--- src/rtl/scr1_memif_pkg.sv ---
// Shared TCM memory-interface types: command encoding and response owner.
package scr1_memif_pkg;

  typedef enum logic {
    SCR1_MEM_CMD_RD = 1'b0,
    SCR1_MEM_CMD_WR = 1'b1
  } scr1_mem_cmd_e;

  typedef enum logic [1:0] {
    SCR1_MEM_OWN_NONE = 2'd0,
    SCR1_MEM_OWN_M0   = 2'd1,
    SCR1_MEM_OWN_M1   = 2'd2
  } scr1_mem_own_e;

endpackage : scr1_memif_pkg

--- src/rtl/scr1_tcm_arb.sv ---
// Two-master arbiter in front of TCM port B: combinational grant, one-cycle response.
// Optional m1 anti-starvation counter enabled by `SCR1_TCM_ARB_STARVE_EN.
module scr1_tcm_arb
  import scr1_memif_pkg::*;
#(
  parameter int SCR1_WIDTH      = 32,
  parameter int SCR1_AWIDTH     = 14,
  parameter int SCR1_STARVE_LIM = 4
) (
  input  logic                    clk,
  input  logic                    rst_n,

  input  logic                    m0_req,
  input  logic                    m0_cmd,
  input  logic [SCR1_WIDTH/8-1:0] m0_be,
  input  logic [SCR1_AWIDTH-1:0]  m0_addr,
  input  logic [SCR1_WIDTH-1:0]   m0_wdata,
  output logic                    m0_ack,
  output logic                    m0_resp_vld,
  output logic [SCR1_WIDTH-1:0]   m0_rdata,

  input  logic                    m1_req,
  input  logic                    m1_cmd,
  input  logic [SCR1_WIDTH/8-1:0] m1_be,
  input  logic [SCR1_AWIDTH-1:0]  m1_addr,
  input  logic [SCR1_WIDTH-1:0]   m1_wdata,
  output logic                    m1_ack,
  output logic                    m1_resp_vld,
  output logic [SCR1_WIDTH-1:0]   m1_rdata,

  output logic                    mem_ren,
  output logic                    mem_wen,
  output logic [SCR1_WIDTH/8-1:0] mem_web,
  output logic [SCR1_AWIDTH-1:0]  mem_addr,
  output logic [SCR1_WIDTH-1:0]   mem_wdata,
  input  logic [SCR1_WIDTH-1:0]   mem_q
);

  logic          gnt_m0;
  logic          gnt_m1;
  logic          m1_boost;
  scr1_mem_own_e owner_q, owner_d;
  scr1_mem_cmd_e cmd_q, cmd_d;

`ifdef SCR1_TCM_ARB_STARVE_EN
  localparam int STARVE_CW = $clog2(SCR1_STARVE_LIM + 1);

  logic [STARVE_CW-1:0] starve_q, starve_d;

  // m1 overrides m0 only once m0 has won SCR1_STARVE_LIM contended cycles in a row
  assign m1_boost = (starve_q == STARVE_CW'(SCR1_STARVE_LIM));

  always_comb begin
    starve_d = starve_q;
    if (!m1_req || gnt_m1) starve_d = '0;
    else if (gnt_m0)       starve_d = starve_q + 1'b1;
  end

  always_ff @(posedge clk) begin
    if (!rst_n) starve_q <= '0;
    else        starve_q <= starve_d;
  end
`else
  assign m1_boost = 1'b0;
`endif

  // No grant can leak out while reset is held, even though reset is synchronous
  assign gnt_m0 = rst_n & m0_req & ~(m1_req & m1_boost);
  assign gnt_m1 = rst_n & m1_req & ~gnt_m0;

  assign m0_ack = gnt_m0;
  assign m1_ack = gnt_m1;

  always_comb begin
    mem_ren   = 1'b0;
    mem_wen   = 1'b0;
    mem_web   = '0;
    mem_addr  = '0;
    mem_wdata = '0;
    if (gnt_m0) begin
      mem_ren   = ~m0_cmd;
      mem_wen   = m0_cmd;
      mem_web   = m0_cmd ? m0_be : '0;
      mem_addr  = m0_addr;
      mem_wdata = m0_wdata;
    end else if (gnt_m1) begin
      mem_ren   = ~m1_cmd;
      mem_wen   = m1_cmd;
      mem_web   = m1_cmd ? m1_be : '0;
      mem_addr  = m1_addr;
      mem_wdata = m1_wdata;
    end
  end

  always_comb begin
    owner_d = SCR1_MEM_OWN_NONE;
    cmd_d   = SCR1_MEM_CMD_RD;
    if (gnt_m0) begin
      owner_d = SCR1_MEM_OWN_M0;
      cmd_d   = scr1_mem_cmd_e'(m0_cmd);
    end else if (gnt_m1) begin
      owner_d = SCR1_MEM_OWN_M1;
      cmd_d   = scr1_mem_cmd_e'(m1_cmd);
    end
  end

  always_ff @(posedge clk) begin
    if (!rst_n) begin
      owner_q <= SCR1_MEM_OWN_NONE;
      cmd_q   <= SCR1_MEM_CMD_RD;
    end else begin
      owner_q <= owner_d;
      cmd_q   <= cmd_d;
    end
  end

  // Gating by rst_n drops a response whose grant landed just before reset
  assign m0_resp_vld = rst_n & (owner_q == SCR1_MEM_OWN_M0);
  assign m1_resp_vld = rst_n & (owner_q == SCR1_MEM_OWN_M1);
  assign m0_rdata    = (m0_resp_vld && cmd_q == SCR1_MEM_CMD_RD) ? mem_q : '0;
  assign m1_rdata    = (m1_resp_vld && cmd_q == SCR1_MEM_CMD_RD) ? mem_q : '0;

endmodule : scr1_tcm_arb
--- config.mk ---
export PLATFORM = sky130hd
export DESIGN_NAME = scr1_tcm_arb
export DESIGN_NICKNAME = d
export VERILOG_FILES = /design/src/rtl/scr1_memif_pkg.sv /design/src/rtl/scr1_tcm_arb.sv
export SDC_FILE = /design/constraint.sdc
export NUM_CORES = 1
export LEC_CHECK = 0
export ABC_AREA = 1
export CORE_AREA = 2 2 100 102
export CTS_BUF_LIST = sky130_fd_sc_hd__clkbuf_4 sky130_fd_sc_hd__clkbuf_8 sky130_fd_sc_hd__clkbuf_16
export DETAILED_ROUTE_END_ITERATION = 16
export DIE_AREA = 0 0 102 104
export GPL_ROUTABILITY_DRIVEN = 0
export GPL_TIMING_DRIVEN = 0
export PLACE_DENSITY_LB_ADDON = 0.25
export SLEW_MARGIN = 15
export SYNTH_ARGS = -nofsm -noshare
export SYNTH_HDL_FRONTEND = slang
export SYNTH_SLANG_ARGS = --single-unit
--- constraint.sdc ---
create_clock -name clk -period 1 [get_ports clk]
set_input_delay 0.2 -clock clk [delete_from_list [all_inputs] [get_ports clk]]
set_output_delay 0.2 -clock clk [all_outputs]
set_load 0.1 [all_outputs]
==> results.ini <==
[global_route]
antenna_found_initial=2
grt_pass1_vias=3532
track_usage_pct=25.5
overflow=0
grt_pass1_wl_mm=20.4
grt_max_degree=11

[yosys]
synth_xor_area_share_pct=0
syn-num-nets=434
synth_top_family_by_area=simple AND/OR/NAND/NOR gates
synthAdderAreaFrac_pct=0
synth.area.mux_share_pct=0
ys_ff_latch=3
syn_inst=296
syn_area_mm2=0.00124
syn_avg_cell_area_um2=4.20
synth_cell_types=9
yosys_warnings=0
synth-simple-area-share_pct=72.0
synth-compound-area-share_pct=0
yosysSeqAreaShare_pct=4.83

[clock_network]
clock_sink_count=3
cts_hold_buf=0
clkTransAtPathRegs_ns=0.04
cts_tree=done
clockBufferDepth=2
root_buffer=clkbuf_8
cts_buffers=3
htree_num_levels=1

[final_layout]
multi_input_area_mm2=0.00332
fill_cells=353
area_growth_pct=589
postLayoutCellArea_mm2=0.00856
layout-drive-gt1-share_pct=67.6
regArea_um2=62.6
fin_nets=737

[drt]
drtIter0Drc=90
vias=3362
firstDrtPassIters=4
drc=0
drt-total-wl_mm=19.2
viasPerCell=4.59
wl_per_cell_um=26.3
ant_nets=0

[min_path]
holdCritStartpoint=m0_req
min_to=owner_q[1]
min_path_type=input pin to register
whs_path_depth=2

[worst_setup_path]
end_kind=output port
path_delay_family=buffers and inverters
slowest_delay_ns=0.32
cp.arrival_ns=1.62
crit_type=register to output port
cp-start-kind=register
slowest_stage=dfxtp_2
worstPathCellList=buf_4 > nor2_4 > nand2_8 > buf_12 > nor2_4 > buf_12
path_max_fanout=8
critPathBufInv=3
required_ns=0.80

[timing]
drv_slew=0
fmax_ghz=0.548
holdWs_ns=0.186
setup_viol=120
rsz0062_at_grt=true
period_needed_ns=1.82
setup_slack_ns=-0.824
finalHoldViolations=0
min_period_over_period_pct=182
slew_headroom_pct=64.3
worstMarginPinSlew_ns=0.539

[floorplan]
row_count=36
die_x_um=102
start_util_pct=13.0
ioPinCount=258
die_area_mm2=0.0106
core_mm2=0.00955
die_h_um=104

[placement]
placed_area_mm2=0.00567
port_buffers=257
dp_slack_ns=-2.21
post-dp-hpwl_mm=8.11

[job]
drv_cap=0

[status]
status=finished with violations
violations=negative setup slack

[power]
peakVddDrop_v=0.000431
power_leakage_nw=3.33
pwr_density_cell_mw_per_mm2=578

[flip-flops by register name, indices dropped and copies added, names as in the netlist]
| name | cells |
|---|---|
| owner_q | 2 |
| cmd_q | 1 |
[metal layers]
metal | up-vias | global-route usage, % | routed length [um]
met3 | 96 | 6.52 | 1480
met2 | 238 | 50.7 | 10100
met1 | 1578 | 23.1 | 5920
met4 | 0 | 12.0 | 1710
li1 | 1450 | - | -
met5 | - | 0 | 0
[final cells by class]
class                      count  share of cell area [%]
timing repair buffer         300                    52.5
multi-input combinational    235                    38.8
buffer                        14                    3.39
inverter                      42                    1.96
tap                          133                    1.94
sequential                     3                   0.731
clock buffer                   4                   0.570
antenna                        2                  0.0585
[cells by family after synthesis]
family / count (synthesis)
AND/OR/NAND/NOR: 235
buffers and inverters: 58
flip-flops: 3
[power breakdown]
group | switching, mW | internal, mW
Combinational | 2.61 | 1.78
Sequential | 0.00614 | 0.128
Clock | 0.125 | 0.303
Total | 2.74 | 2.21
[synthesized netlist by cell type, drive strengths merged]
master	number	area, um2
inv	42	158
nor2	69	272
buf	16	130
dfxtp	3	60.1
nand2	166	623
[worst max path at each step]
stage / startpoint / end / slack, ns / cells past startpoint
after detailed placement: rst_n / mem_wdata[25] / -2.21 / 7
after global placement: rst_n / mem_wdata[23] / -2.21 / 7
after CTS: owner_q[1] / m1_rdata[24] / -0.60 / 6
final: owner_q[1] / m0_rdata[19] / -0.82 / 6
after global routing: owner_q[1] / m0_rdata[19] / -0.84 / 6
after floorplan: owner_q[0] / m0_rdata[10] / -1.76 / 5
[per-stage QoR]
step	total power [mW]	util [%]	instances	setup TNS, ns
2_1_floorplan	2.23	-	296	-130.09
3_3_place_gp	3.24	59.4	686	-239.67
3_5_place_dp	3.26	59.4	686	-241.20
4_1_cts	4.61	84.3	722	-59.40
5_1_grt	5.06	89.6	733	-70.92
6_report	4.95	89.6	733	-68.36
[cell usage in the layout (no fill, tap or decap), drive strengths merged]
cell type / count
clkbuf: 10
dfxtp: 3
buf: 173
nand2: 166
clkdlybuf4s15: 1
inv: 42
dlymetal6s2s: 1
dlygate4sd2: 4
nor2: 69
bufbuf: 1
clkdlybuf4s50: 128
diode: 2
[what timing repair did]
item	4_1_cts	5_1_grt
gates cloned	8	6
setup endpoints to repair	121	120
pin swaps	60	23
resized for setup	1241	97
setup buffers	24	11
Note: power is estimated with default switching activity, not from simulation.
